## src/rtl/dct8_pkg.sv

```systemverilog
// Shared definitions for the 8-point DCT datapath: block geometry, stage growth
// and the butterfly output word ordering consumed by the downstream stages.
package dct8_pkg;

    localparam int unsigned N            = 8;
    localparam int unsigned HALF_N       = N / 2;
    localparam int unsigned IDX_W        = 3;
    localparam int unsigned STAGE_GROWTH = 1;

    // Output word ordering: sums s0..s3 first, then differences d0..d3.
    localparam int unsigned WORD_SUM0  = 0;
    localparam int unsigned WORD_DIFF0 = HALF_N;

    typedef enum logic [0:0] {
        StIdle,
        StStream
    } rd_state_e;

    // Word k uses x[k mod 4] as its first operand for both sums and differences.
    function automatic logic [IDX_W-1:0] word_op_a(input logic [IDX_W-1:0] k);
        return k & IDX_W'(HALF_N - 1);
    endfunction

    function automatic logic [IDX_W-1:0] word_op_b(input logic [IDX_W-1:0] k);
        return IDX_W'(N - 1) - word_op_a(k);
    endfunction

    function automatic logic word_is_diff(input logic [IDX_W-1:0] k);
        return k >= IDX_W'(WORD_DIFF0);
    endfunction

endpackage

```

## src/rtl/dct8_pingpong_buf.sv

```systemverilog
// Two banks of eight samples: serial write with bank toggle, per-bank full flags,
// and a dual combinational read port for the butterfly operands.
module dct8_pingpong_buf
    import dct8_pkg::*;
#(
    parameter int unsigned DATA_W = 16
) (
    input  logic              clk,
    input  logic              rst_n,
    input  logic              wr_en_i,
    input  logic [DATA_W-1:0] wr_data_i,
    output logic              fill_o,
    output logic              wr_bank_o,
    output logic [1:0]        full_o,
    input  logic              clr_en_i,
    input  logic              clr_bank_i,
    input  logic              rd_bank_i,
    input  logic [IDX_W-1:0]  rd_idx_a_i,
    input  logic [IDX_W-1:0]  rd_idx_b_i,
    output logic [DATA_W-1:0] rd_data_a_o,
    output logic [DATA_W-1:0] rd_data_b_o
);

    logic [DATA_W-1:0] mem_q [2][N];
    logic [IDX_W-1:0]  wr_cnt_q;
    logic              wr_bank_q;
    logic [1:0]        full_q, full_d;

    assign fill_o      = wr_en_i && (wr_cnt_q == IDX_W'(N - 1));
    assign wr_bank_o   = wr_bank_q;
    assign full_o      = full_q;
    assign rd_data_a_o = mem_q[rd_bank_i][rd_idx_a_i];
    assign rd_data_b_o = mem_q[rd_bank_i][rd_idx_b_i];

    always_comb begin
        full_d = full_q;
        if (clr_en_i) begin
            full_d[clr_bank_i] = 1'b0;
        end
        if (fill_o) begin
            full_d[wr_bank_q] = 1'b1;
        end
    end

    always_ff @(posedge clk or negedge rst_n) begin
        if (!rst_n) begin
            wr_cnt_q  <= '0;
            wr_bank_q <= 1'b0;
            full_q    <= '0;
            for (int b = 0; b < 2; b++) begin
                for (int i = 0; i < N; i++) begin
                    mem_q[b][i] <= '0;
                end
            end
        end else begin
            full_q <= full_d;
            if (wr_en_i) begin
                mem_q[wr_bank_q][wr_cnt_q] <= wr_data_i;
                wr_cnt_q                   <= wr_cnt_q + IDX_W'(1);
                if (fill_o) begin
                    wr_bank_q <= ~wr_bank_q;
                end
            end
        end
    end

    // A drain always takes exactly 8 cycles, so a bank is empty before it is refilled.
    assert property (@(posedge clk) disable iff (!rst_n) !(wr_en_i && full_q[wr_bank_q]))
        else $error("write into a bank that has not been drained");

endmodule

```

## src/rtl/dct8_input_butterfly.sv

```systemverilog
// First DCT stage: collects blocks of 8 serial samples into a ping-pong buffer and
// streams the symmetric sums and differences, one registered word per cycle.
module dct8_input_butterfly
    import dct8_pkg::*;
#(
    parameter int unsigned DATA_W = 16,
    parameter int unsigned OUT_W  = DATA_W + STAGE_GROWTH
) (
    input  logic              clk,
    input  logic              rst_n,
    input  logic              in_valid,
    input  logic [DATA_W-1:0] in_sample,
    output logic              out_valid,
    output logic [OUT_W-1:0]  out_sample,
    output logic              out_first,
    output logic              out_last
);

    rd_state_e         state_q;
    logic              rd_bank_q;
    logic [IDX_W-1:0]  rd_cnt_q;
    logic              out_valid_q, out_first_q, out_last_q;
    logic [OUT_W-1:0]  out_sample_q;

    logic              fill, wr_bank;
    logic [1:0]        full;
    logic [DATA_W-1:0] rd_a, rd_b;
    logic              issue, last_word, other_ready;
    logic signed [OUT_W-1:0] op_a, op_b, bfly;

    dct8_pingpong_buf #(
        .DATA_W (DATA_W)
    ) u_buf (
        .clk         (clk),
        .rst_n       (rst_n),
        .wr_en_i     (in_valid),
        .wr_data_i   (in_sample),
        .fill_o      (fill),
        .wr_bank_o   (wr_bank),
        .full_o      (full),
        .clr_en_i    (last_word),
        .clr_bank_i  (rd_bank_q),
        .rd_bank_i   (rd_bank_q),
        .rd_idx_a_i  (word_op_a(rd_cnt_q)),
        .rd_idx_b_i  (word_op_b(rd_cnt_q)),
        .rd_data_a_o (rd_a),
        .rd_data_b_o (rd_b)
    );

    // Banks fill and drain in strict alternation, so only rd_bank_q needs checking in idle.
    assign issue       = (state_q == StStream) || full[rd_bank_q];
    assign last_word   = issue && (rd_cnt_q == IDX_W'(N - 1));
    assign other_ready = full[~rd_bank_q] || (fill && (wr_bank == ~rd_bank_q));

    always_comb begin
        op_a = OUT_W'($signed(rd_a));
        op_b = OUT_W'($signed(rd_b));
        bfly = word_is_diff(rd_cnt_q) ? (op_a - op_b) : (op_a + op_b);
    end

    always_ff @(posedge clk or negedge rst_n) begin
        if (!rst_n) begin
            state_q      <= StIdle;
            rd_bank_q    <= 1'b0;
            rd_cnt_q     <= '0;
            out_valid_q  <= 1'b0;
            out_first_q  <= 1'b0;
            out_last_q   <= 1'b0;
            out_sample_q <= '0;
        end else begin
            out_valid_q <= issue;
            out_first_q <= issue && (rd_cnt_q == '0);
            out_last_q  <= last_word;
            if (issue) begin
                out_sample_q <= bfly;
                if (last_word) begin
                    rd_cnt_q  <= '0;
                    rd_bank_q <= ~rd_bank_q;
                    state_q   <= other_ready ? StStream : StIdle;
                end else begin
                    rd_cnt_q <= rd_cnt_q + IDX_W'(1);
                    state_q  <= StStream;
                end
            end
        end
    end

    assign out_valid  = out_valid_q;
    assign out_first  = out_first_q;
    assign out_last   = out_last_q;
    assign out_sample = out_sample_q;

endmodule

```

## config.mk

```make
export PLATFORM = sky130hd
export DESIGN_NAME = dct8_input_butterfly
export DESIGN_NICKNAME = d
export VERILOG_FILES = /design/src/rtl/dct8_pkg.sv /design/src/rtl/dct8_pingpong_buf.sv /design/src/rtl/dct8_input_butterfly.sv
export SDC_FILE = /design/constraint.sdc
export NUM_CORES = 1
export LEC_CHECK = 0
export BUFFER_PORTS_ARGS = -buffer_cell sky130_fd_sc_hd__buf_2
export CAP_MARGIN = 20
export CORE_MARGIN = 8
export CORE_UTILIZATION = 30
export CTS_BUF_LIST = sky130_fd_sc_hd__clkbuf_8
export CTS_CLUSTER_DIAMETER = 60
export DETAILED_ROUTE_END_ITERATION = 16
export PLACE_DENSITY_LB_ADDON = 0.05
export SYNTH_ARGS = -nofsm -noshare
export SYNTH_HDL_FRONTEND = slang
export SYNTH_SLANG_ARGS = --single-unit
```

## constraint.sdc

```tcl
create_clock -name clk -period 9.6 [get_ports clk]
set_input_delay 1.92 -clock clk [delete_from_list [all_inputs] [get_ports clk]]
set_output_delay 1.92 -clock clk [all_outputs]
set_load 0.02 [all_outputs]
```

* Word level (Yosys, flattened, before mapping)
Cells that the tools add are included.
** Storage, ports and cells
- Register bits :: 287
- Bits of input ports :: 19
** Operators by class
- Add/subtract/negate cells :: 5
- Magnitude comparators :: 13
- Equality and inequality tests :: 3
- Mux-type cells :: 28
- Bitwise operators :: 10
- Reduce and logical (&&, ||, !) cells :: 13
** Operators by type and width (number)
- 128-bit 2-to-1 mux :: 4
- 256-bit bitwise mux :: 1
- 128-bit demux with 1-bit select :: 1
- 16-bit binary-select mux with 3-bit select :: 2
- 16-bit 2-to-1 mux :: 5
- 16-bit demux with 3-bit select :: 1
- 16-bit by 16-bit adder with 17-bit output :: 1
- 17-bit 2-to-1 mux :: 1
- 16-bit by 16-bit subtractor with 17-bit output :: 1
- 4-bit greater-or-equal comparator, second input constant :: 3
- 1-bit logical AND :: 8
- 1-bit 2-to-1 mux :: 8
- 3-bit NOT with 4-bit output :: 2
- 3-bit by 1-bit adder with 3-bit output, second input constant :: 2
- 3-bit equality test, second input constant :: 2
- 1-bit by 2-bit < comparator with 1-bit output, second input constant :: 3
- 2-bit greater-or-equal comparator, second input constant :: 2
- 4-bit by 1-bit < comparator with 1-bit output, second input constant :: 1
- 2-bit 2-to-1 mux :: 2
- 1-bit NOT with 2-bit output :: 2
- 2-bit NOT with 4-bit output :: 1
- 2-bit AND reduction :: 2
- 3-bit greater-or-equal comparator, second input constant :: 1
- 3-bit zero test :: 1
- 11 further kinds :: 15

* Depth between registers and ports, before layout
Gate-level depths: netlist of the first run.
- Word-level depth :: 9
- Depth in mapped cells :: 20
- Depth with buffers taken out :: 17

* Hierarchy
From an unflattened synthesis of the first run, not the netlist that was laid out.
** Second synthesis, totals
- Cells, all modules :: 1130
- Area total of the unflattened synthesis :: 15726.3 um2
** By module, submodules not included
- dct8_pingpong_buf :: times used 1, cells an instance 886, area each 13623.1 um2
- dct8_input_butterfly :: times used 1, cells an instance 244, area each 2103.3 um2

* Worst setup path before layout of the first run
Ideal clock, no wire load.
- Path type :: reg2reg
- Start point :: reg rd_bank_q
- End point :: reg out_sample_q[15], in the netlist out_sample[15]
- Arrival time :: 4.032 ns
- Setup slack :: 5.473 ns
- Cell stages (with the launch flop) :: 18
- Cell sequence :: dfrtp_1 buf_4 buf_8 buf_2 buf_2 buf_2 mux4_2 nand2_1 nand2_1 ha_1 clkbuf_1 nand4_1 a2111oi_0 nor3_1 a21oi_1 o211ai_1 and3_1 o31ai_1
** Between the ends
- Cells in the longest elaborated chain, start to end :: 9
- Elaborated cells between the ends (all ways) :: 16
- Those cells by class :: 2 x add/sub; 12 x mux; 1 x bitwise; 1 x reduce/logical
** Ends and longest elaborated chain
- from (decl) :: line dct8_input_butterfly.sv:20 : logic rd_bank_q;
- from (signal assigned) :: line dct8_input_butterfly.sv:78 : rd_bank_q <= ~rd_bank_q;
- 1-bit NOT with 2-bit output (implied by the code) :: line dct8_pingpong_buf.sv:32, dct8_pingpong_buf.sv:33
- 128-bit 2-to-1 mux (implied by the code) (3 in a row) :: line dct8_pingpong_buf.sv:32, dct8_pingpong_buf.sv:33
- 16-bit binary-select mux with 3-bit select, on equally long branches :: line dct8_pingpong_buf.sv:32, dct8_pingpong_buf.sv:33
- 16-bit 2-to-1 mux, on equally long branches (2 in a row) :: line dct8_pingpong_buf.sv:32, dct8_pingpong_buf.sv:33
- 16-bit by 16-bit adder with 17-bit output or 16-bit by 16-bit subtractor with 17-bit output (tied branches) :: line dct8_input_butterfly.sv:58 : bfly = word_is_diff(rd_cnt_q) ? (op_a - op_b) : (op_a + op_b);
- 17-bit 2-to-1 mux :: line dct8_input_butterfly.sv:58
- to (signal assigned) :: line dct8_input_butterfly.sv:75 : out_sample_q <= bfly;
- to (decl) :: line dct8_input_butterfly.sv:23 : logic [OUT_W-1:0] out_sample_q;
Parallel ways exist; a longest one is shown, timed or not. The select of a mux whose other input is x is not followed.
A chain may end at the register's enable or synchronous reset.

* Worst setup path in the final report of the first run
- Start point :: reg rd_cnt_q[0]
- End point :: reg out_sample_q[15], in the netlist out_sample[15]
** Between the ends
- Cells in the longest elaborated chain, start to end :: 7
- Elaborated cells between the ends (all ways) :: 13
- Those cells by class :: 3 x add/sub; 1 x order compare; 7 x mux; 2 x bitwise
** Ends and longest elaborated chain
- from (decl) :: line dct8_input_butterfly.sv:21 : logic [IDX_W-1:0] rd_cnt_q;
- from (signal assigned) :: line dct8_input_butterfly.sv:81 : rd_cnt_q <= rd_cnt_q + IDX_W'(1);
- 3-bit by 2-bit subtractor with 3-bit output :: line dct8_pkg.sv:25 : return IDX_W'(N - 1) - word_op_a(k);
- 3-bit NOT with 4-bit output (implied by the code) :: line dct8_pingpong_buf.sv:33 : assign rd_data_b_o = mem_q[rd_bank_i][rd_idx_b_i];
- 16-bit binary-select mux with 3-bit select :: line dct8_pingpong_buf.sv:33
- 16-bit 2-to-1 mux (implied by the code) (2 in a row) :: line dct8_pingpong_buf.sv:33
- 16-bit by 16-bit adder with 17-bit output or 16-bit by 16-bit subtractor with 17-bit output (tied branches) :: line dct8_input_butterfly.sv:58
- 17-bit 2-to-1 mux * :: line dct8_input_butterfly.sv:58
Mark *: on every way between the ends. The rest lies on a longest branch, timed or not. The select of a mux whose other input is x is not followed.

==> results by group, run 1 <==
Run status
  • Status: complete, no violations

Yosys
  • Net Count, Synth: ~1.1k
  • Cells after synthesis: slightly above 1k
  • Avg Cell Area, Syn: approximately 14 µm²
  • Number of flops mapped to enable cells by yosys: 0
  • Top_reg_cell synth: dfrtp_1
  • Post-synth top cells: dfrtp_1 (287), mux2_2 (259), nand2_1 (73)
  • Seq/Total Area, Yosys: between 50% and 60%
  • Synth top area share: 51.1%
  • Top cells by area, synth: dfrtp_1 (51%), mux2_2 (21%), mux4_2 (9.5%)
  • Synth warn: 0
  • Async SR Flop Fraction: 100%
  • Synth area leader: dfrtp_1
  • Most frequent cell after synthesis: dfrtp_1
  • Post-synth cell types: 58
  • Synthesized cell area: 14000 µm²
  • FF+latch count, synth: roughly 290

Clock tree
  • Root buffer cell: clkbuf_8
  • Clk_lat worst skew: approximately 630 ps
  • Clock Tree Buf Depth: 3
  • CTS tree: yes
  • Hold bufs inserted after CTS: 0
  • Post-CTS setup buffer count: 0
  • Resize count post-CTS: 0
  • CTS buffer count: 53
  • CTS sink cnt: about 290
  • Clock slew seen by the registers of the worst setup and hold paths: about 60 ps
  • H-tree levels: 2

Routing
  • Antenna-violating nets left: 0
  • Vias: between 8k and 9k
  • Routed WL: 39.1 mm
  • DR pass1 iterations: 5
  • First DRT Iteration DRCs: 403
  • Number of vias per cell: ~5
  • WL/cell: about 23 µm
  • DRC: 0

Layout
  • # fillers: roughly 4.6k
  • Area delta synth->final: 13.2%
  • Area of the multi-input gates: between 6000 and 7000 µm²
  • Layout cells sized above 1: 41.8%
  • Reg area: roughly 7200 µm²
  • # nets final: about 1.1k
  • # diodes: 0

Global routing
  • Largest net degree at the start of global routing: roughly 130
  • First-pass GRT wire length: 60.2 mm
  • Initial antenna violation count: 1
  • GRT Total Usage: around 15%
  • Gr ovfl total: 0
  • Number of global-route vias before repair: a little over 9k

Worst setup path
  • Top delay family on crit path: compound AO/OA/AOI/OAI gates
  • Nature of the critical path startpoint: register
  • Reg2reg start: rd_cnt_q[0]$_DFFE_PN0N_
  • Critical Path RT: a little over 10000 ps
  • CP Data Arrival Time: 5940 ps
  • Worst Path Buf+Inv: 1
  • Slowest cell delay on critical path: 740 ps
  • Critical path's slowest cell: buf_4
  • Max Fanout on Critical Path: 46
  • R2R depth: 14
  • CP Capture Type: register
  • Critical path class: reg2reg
  • Reg2Reg Setup Slack: 4190 ps
  • Cell Chain, Critical Path: buf_4 > mux4_2 > mux2i_1 > nand4_1 > a21oi_1 > xnor2_1 > ha_1 > nand4_1 > a2111oi_0 > nor3_1 > a21oi_1 > o211ai_1 > and3_1 > o31ai_1
  • Capture point of the worst reg-to-reg path: out_sample[15]$_DFFE_PN0N_

Floorplan
  • Cell Rows: a little under 80
  • Initial Util: ~30%
  • # IOs: 39
  • Total core area: roughly 46000 µm²
  • Die H: 232 µm
  • Die X-Extent: between 200 and 250 µm
  • Die ar.: 54000 µm²

Hold path
  • Hold Path Origin: out_sample[8]$_DFFE_PN0N_
  • Cell count of the worst hold path: 2
  • Worst Hold Class: reg2reg
  • Hold endpoint: out_sample[8]$_DFFE_PN0N_

Timing
  • Clock Skews: roughly 23 ps
  • Final WS setup: around 4200 ps
  • RSZ-0062 raised after global routing: no
  • Final setup fails: 0
  • TNS Setup: 0 ps
  • Worst-margin pin slew: about 900 ps
  • Tcrit/Tclk final: 56.3%
  • Fmax: roughly 180 MHz
  • Final min period: 5410 ps
  • Rel. slew slack: between 40 and 50%
  • Hold Violations, Final: 0
  • Final Max Tran Viols: 0

Placed design
  • Final Wtd Congestion: 0.738
  • Port Buf Inserts: 38
  • Place WS: about 4100 ps
  • Detail Placement HPWL: approximately 24 mm

Flow run
  • Max Cap Viol: 0
-- worst min-delay path: cells and delay by family (launching register included) --
family	cells	cell delay [ps]
flops	1	340
simple gates	1	50
compound gates	1	60
-- metrics by stage --
stage | instance area (µm²) | cells | utilization [%] | hold slack, ps
6_report | 15900 | 1719 | 34.3 | 487
3_3_place_gp | 14900 | 1623 | 32.1 | 465
3_5_place_dp | 14900 | 1624 | 32.2 | 476
2_1_floorplan | 14000 | 1026 | - | 471
4_1_cts | 15900 | 1719 | 34.3 | 489
5_1_grt | 15900 | 1719 | 34.3 | 511
-- worst max-delay path by stage --
| stage | start | endpoint | slack [ps] | cells past startpoint |
|---|---|---|---|---|
| finish | rd_cnt_q[0]$_DFFE_PN0N_ | out_sample[15]$_DFFE_PN0N_ | 4190 | 14 |
| global route | rd_cnt_q[0]$_DFFE_PN0N_ | out_sample[15]$_DFFE_PN0N_ | 3520 | 14 |
| detailed placement | rd_cnt_q[0]$_DFFE_PN0N_ | out_sample[15]$_DFFE_PN0N_ | 4070 | 14 |
| floorplan | rd_bank_q$_DFFE_PN0P_ | out_sample[15]$_DFFE_PN0N_ | 5470 | 17 |
| CTS | rd_cnt_q[0]$_DFFE_PN0N_ | out_sample[15]$_DFFE_PN0N_ | 4050 | 14 |
| global placement | rd_cnt_q[0]$_DFFE_PN0N_ | out_sample[15]$_DFFE_PN0N_ | 4150 | 14 |
-- cell families after synthesis --
family,after synthesis,share of synthesized area (%)
compound gates,88,4.03
buf+inv,85,2.85
flops,287,51.1
simple gates,179,5.84
fa+ha+maj,23,2.10
mux,340,32.5
xor+xnor,24,1.50
-- registers in the layout (all words and copies together), names as in the netlist --
register	flops
out_sample	17
u_buf.mem_q	256
out_valid	1
u_buf.full_o	2
out_last	1
rd_bank_q	1
out_first	1
u_buf.wr_bank_o	1
state_q	1
rd_cnt_q	3
u_buf.wr_cnt_q	3
-- area by class of cell --
type / count / area share, %
timing repair buffer: 58 / 2.41
clock buffer: 61 / 5.28
inverter: 18 / 0.425
sequential: 287 / 45.2
tap: 607 / 4.78
clock inverter: 34 / 0.898
multi-input combinational: 654 / 41.0
-- cell usage in the layout, fill, tap and decap left out, drive strengths merged, types with 19 or more instances in the layout --
master	synthesis	routed
dfrtp	287	287
nor2	41	41
buf	21	58
ha	22	22
inv	18	50
a21oi	28	28
clkbuf	46	61
mux2	259	259
mux4	64	64
nor3	23	23
nand2	73	73
o21ai	19	19
-- per-layer routing --
metal,vias to the layer above,global-route usage (%),routed length [µm]
met5,-,0,0
met4,0,5.23,925
met3,59,2.73,1600
met2,144,22.5,17700
met1,4441,20.9,19000
li1,3859,-,-
Power of run 1 is not shown: default switching activity piles up to over one toggle a cycle in this logic, so the estimate is an artifact.
==> run 2, diff against run 1 <==
==> constraint.sdc (replaced) <==
create_clock -name clk -period 5 [get_ports clk]
set_input_delay 1 -clock clk [delete_from_list [all_inputs] [get_ports clk]]
set_output_delay 1 -clock clk [all_outputs]
set_load 0.02 [all_outputs]
==> results by group, run 2 (synthesis results as in run 1) <==
Run status
  • Status: complete, no violations

Floorplan
  • Die X-Extent: 232 µm
  • # IOs: 39
  • Die H: 232 µm
  • Die ar.: between 50000 and 60000 µm²
  • Initial Util: 30.3%
  • Total core area: ~46000 µm²
  • Cell Rows: ~80

Layout
  • # diodes: 0
  • Area delta synth->final: 14.6%
  • # fillers: 4573
  • Top reg by flops: u_buf.mem_q
  • Layout cells sized above 1: 43.0%
  • Commonest non-fill, non-tap cell in the layout: dfrtp_1
  • Most frequent cells in the layout: dfrtp_1 (284), mux2_2 (259), nand2_1 (73)
  • Max FFs per register: roughly 260
  • # nets final: approximately 1.1k

Routing
  • Routed WL: roughly 40 mm
  • DR top layer: met5
  • Post-Route M1 WL: about 20 mm
  • Antenna-violating nets left: 0
  • Met2 routed WL: roughly 17 mm
  • DRC: 0
  • Number of vias per cell: a little under 5
  • First DRT Iteration DRCs: 360
  • Vias: 8581
  • Routed length on met3: 1.57 mm
  • WL/cell: 22.4 µm
  • DR pass1 iterations: 4

Clock tree
  • CTS buffer count: 56
  • H-tree levels: 2
  • Clock slew seen by the registers of the worst setup and hold paths: approximately 60 ps
  • Clock Tree Buf Depth: 3
  • Root buffer cell: clkbuf_8
  • Hold bufs inserted after CTS: 0
  • Clk_lat worst skew: 640 ps
  • CTS tree: yes
  • CTS sink cnt: 287
  • Resize count post-CTS: 0
  • Post-CTS setup buffer count: 0

Timing
  • Final setup fails: 0
  • Worst-margin pin slew: 898 ps
  • TNS Setup: 0 ps
  • Fmax: between 200 and 250 MHz
  • Final Max Tran Viols: 0
  • RSZ-0062 raised after global routing: no
  • Tcrit/Tclk final: 92.7%
  • Rel. slew slack: around two fifths
  • Clock Skews: between 30 and 40 ps
  • Hold Violations, Final: 0
  • Final min period: ~4600 ps

Global routing
  • Initial antenna violation count: 1
  • First-pass GRT wire length: slightly below 60 mm
  • GRT Total Usage: ~15%
  • Gr ovfl total: 0
  • Number of global-route vias before repair: 9148
  • Largest net degree at the start of global routing: ~110

Worst setup path
  • CP Data Arrival Time: 5150 ps
  • Capture point of the worst reg-to-reg path: out_sample[15]$_DFFE_PN0N_
  • Reg2Reg Setup Slack: between 300 and 400 ps
  • Critical Path RT: 5520 ps
  • CP Capture Type: register
  • Nature of the critical path startpoint: register
  • Max Fanout on Critical Path: 27
  • Reg2reg start: rd_cnt_q[0]$_DFFE_PN0N_
  • Critical path class: reg2reg
  • R2R depth: 17

Flow run
  • Max Cap Viol: 0

Placed design
  • Port Buf Inserts: 38
  • Detail Placement HPWL: 24.9 mm
  • Final Wtd Congestion: roughly 0.8

Hold path
  • Worst Hold Class: in2async
[run 2: final cells by class]
| class | instances | area (µm²) | area share (%) |
|---|---|---|---|
| flip-flops and latches | 287 | 7190 | 44.7 |
| well taps | 607 | 759 | 4.72 |
| inverters | 18 | 67.6 | 0.420 |
| clock inverters | 33 | 165 | 1.03 |
| multi-input cells | 654 | 6520 | 40.5 |
| clock buffers | 65 | 895 | 5.56 |
| repair buffers | 71 | 505 | 3.14 |
[run 2: per-stage QoR]
step | worst slack (ps) | utilization, % | hold WS, ps | instance area, µm² | cells
2_1_floorplan | 873 | - | 471 | 14000 | 1026
3_3_place_gp | 553 | 32.4 | 464 | 15000 | 1636
3_5_place_dp | 408 | 32.4 | 468 | 15000 | 1637
4_1_cts | 352 | 34.7 | 411 | 16100 | 1735
5_1_grt | 40.0 | 34.7 | 444 | 16100 | 1735
6_report | 367 | 34.7 | 400 | 16100 | 1735
[run 2: worst max-delay path by stage]
stage	startpoint	slack, ps	to
2_1_floorplan	rd_bank_q$_DFFE_PN0P_	870	out_sample[15]$_DFFE_PN0N_
3_3_place_gp	rd_cnt_q[0]$_DFFE_PN0N_	550	out_sample[15]$_DFFE_PN0N_
3_5_place_dp	rd_cnt_q[0]$_DFFE_PN0N_	410	out_sample[15]$_DFFE_PN0N_
4_1_cts	rd_cnt_q[0]$_DFFE_PN0N_	350	out_sample[15]$_DFFE_PN0N_
5_1_grt	rd_cnt_q[0]$_DFFE_PN0N_	40	out_sample[15]$_DFFE_PN0N_
6_report	rd_cnt_q[0]$_DFFE_PN0N_	370	out_sample[15]$_DFFE_PN0N_
[run 2: worst max-delay path, stage by stage (launching register included)]
cell	delay, ps
dfrtp_4	730
mux4_2	380
mux2i_1	310
ha_1	240
and2_1	160
nand3_1	160
inv_1	120
a41oi_1	140
xor2_1	200
ha_1	360
nand4_1	130
a2111oi_0	490
buf_4	200
nor3_1	40
a21oi_1	300
o211ai_1	160
and3_1	200
o31ai_1	200
[run 2: routing by layer]
metal / GRT usage, % / vias to the layer above
met5: 0 / -
met4: 4.54 / 2
met3: 3.06 / 65
met2: 21.2 / 150
met1: 21.7 / 4466
li1: - / 3898
Power of run 2 is left out for the same reason.
==> run 3, diff against run 2 <==
--- a/config.mk
+++ b/config.mk
@@ -12,7 +12,6 @@
 export CTS_BUF_LIST = sky130_fd_sc_hd__clkbuf_8
 export CTS_CLUSTER_DIAMETER = 60
 export DETAILED_ROUTE_END_ITERATION = 16
-export PLACE_DENSITY_LB_ADDON = 0.05
 export SYNTH_ARGS = -nofsm -noshare
 export SYNTH_HDL_FRONTEND = slang
 export SYNTH_SLANG_ARGS = --single-unit
==> results by group, run 3 (synthesis results as in run 1) <==
Timing
  • Worst-margin pin slew: approximately 1100 ps
  • Final Max Tran Viols: 0
  • RSZ-0062 raised after global routing: no
  • Final WS setup: between 400 and 500 ps
  • Final setup fails: 0
  • Clock Skews: roughly 28 ps
  • Tcrit/Tclk final: about nine tenths
  • TNS Setup: 0 ps
  • Final min period: roughly 4600 ps
  • Rel. slew slack: 27.3%
  • Hold Violations, Final: 0
  • Fmax: approximately 220 MHz

Clock tree
  • Clock Tree Buf Depth: 3
  • CTS sink cnt: ~290
  • CTS buffer count: 49
  • Hold bufs inserted after CTS: 0
  • Clk_lat worst skew: 590 ps
  • H-tree levels: 2
  • Root buffer cell: clkbuf_8
  • Clock slew seen by the registers of the worst setup and hold paths: ~60 ps
  • Resize count post-CTS: 0
  • CTS tree: yes
  • Post-CTS setup buffer count: 0

Layout
  • Reg area: 7190 µm²
  • Cell Count, Final, Fillers Out: about 1.7k
  • Most frequent cells in the layout: dfrtp_1 (284), mux2_2 (259), nand2_1 (73)
  • Area of the multi-input gates: 6490 µm²
  • # fillers: about 4.5k
  • Layout cells sized above 1: 42.9%
  • Max FFs per register: about 260
  • Commonest non-fill, non-tap cell in the layout: dfrtp_1
  • Top reg by flops: u_buf.mem_q
  • Post-route cell area: 16000 µm²
  • # nets final: about 1.1k
  • Area delta synth->final: 13.6%

Global routing
  • First-pass GRT wire length: around 54 mm
  • Number of global-route vias before repair: approximately 9.1k
  • Initial antenna violation count: 4
  • Gr ovfl total: 0
  • GRT Total Usage: approximately an eighth
  • Largest net degree at the start of global routing: 179

Placed design
  • Detail Placement HPWL: 22.2 mm
  • Port Buf Inserts: 38
  • Place WS: 491 ps
  • Placed instance count: approximately 1.6k
  • Area post-placement: about 15000 µm²
  • Final Wtd Congestion: 0.841

Worst setup path
  • Max Fanout on Critical Path: 21
  • CP Capture Type: register
  • Critical path class: reg2reg
  • Nature of the critical path startpoint: register
  • CP Data Arrival Time: 5050 ps
  • Critical Path RT: 5490 ps

Routing
  • Routed WL: 34.1 mm
  • DRC: 0
  • First DRT Iteration DRCs: ~650
  • WL/cell: 19.8 µm
  • DR pass1 iterations: 7
  • Vias: around 8.6k
  • Number of vias per cell: around 5.0
  • Antenna-violating nets left: 0

Floorplan
  • Cell Rows: 79
  • Die X-Extent: between 200 and 250 µm
  • Die ar.: approximately 54000 µm²
  • Die H: 232 µm
  • # IOs: 39
  • Initial Util: a little under a third
  • Total core area: 46400 µm²

Flow run
  • Max Cap Viol: 0

Run status
  • Status: complete, no violations

Hold path
  • Worst Hold Class: in2async
-- run 3: cell count changes in the layout (fill, tap and decap cells not counted), sizes merged --
cell      before  now
buf           71   67
bufinv         1    2
clkbuf        65   58
clkinv         3    8
clkinvlp       3    2
diode          0    1
inv           44   33
-- run 3: stage by stage --
stage / utilization [%] / hold slack, ps
finish: 34.4 / 307
global route: 34.4 / 302
CTS: 34.4 / 284
detailed placement: 32.3 / 469
global placement: 32.2 / 462
floorplan: - / 471
-- run 3: layout make-up --
cell class / instances / share of cell area (%)
clock buffers: 58 / 5.00
multi-input cells: 654 / 40.7
flip-flops and latches: 287 / 45.1
clock inverters: 27 / 1.07
diodes: 1 / 0.0157
repair buffers: 67 / 2.95
inverters: 18 / 0.424
well taps: 607 / 4.76
-- run 3: final timing paths --
kind / from / endpoint / slack (ps) / cells past startpoint
worst max-delay path: rd_bank_q$_DFFE_PN0P_ / out_sample[15]$_DFFE_PN0N_ / 440 / 17
max in group asynchronous: rst_n / rd_cnt_q[0]$_DFFE_PN0N_ / 3340 / 2
worst min-delay path: rst_n / u_buf.mem_q[112]$_DFFE_PN0P_ / 310 / 1
worst max register to register: rd_bank_q$_DFFE_PN0P_ / out_sample[15]$_DFFE_PN0N_ / 440 / 17
worst min register to register: out_sample[4]$_DFFE_PN0N_ / out_sample[4]$_DFFE_PN0N_ / 470 / 2
min in group clk: out_sample[4]$_DFFE_PN0N_ / out_sample[4]$_DFFE_PN0N_ / 470 / 2
-- run 3: layer usage --
layer,share of wire [%],GRT usage (%),vias to the layer above
met5,0.10,0,-
met4,3.5,5.15,6
met3,5.2,2.81,68
met2,46,19.9,206
met1,45,16.9,4455
li1,-,-,3867
-- run 3: critical path, cell delays in order, from the launching register on --
cell and delay (ps):
dfrtp_4 670, mux4_2 560, mux2i_1 240, ha_1 220, and2_1 160, nand3_1 140
inv_1 110, a41oi_1 150, xor2_1 190, ha_1 340, nand4_1 120, a2111oi_0 470
buf_4 190, nor3_1 50, a21oi_1 290, o211ai_1 170, and3_1 200, o31ai_1 180
Power of run 3 is left out for the same reason.
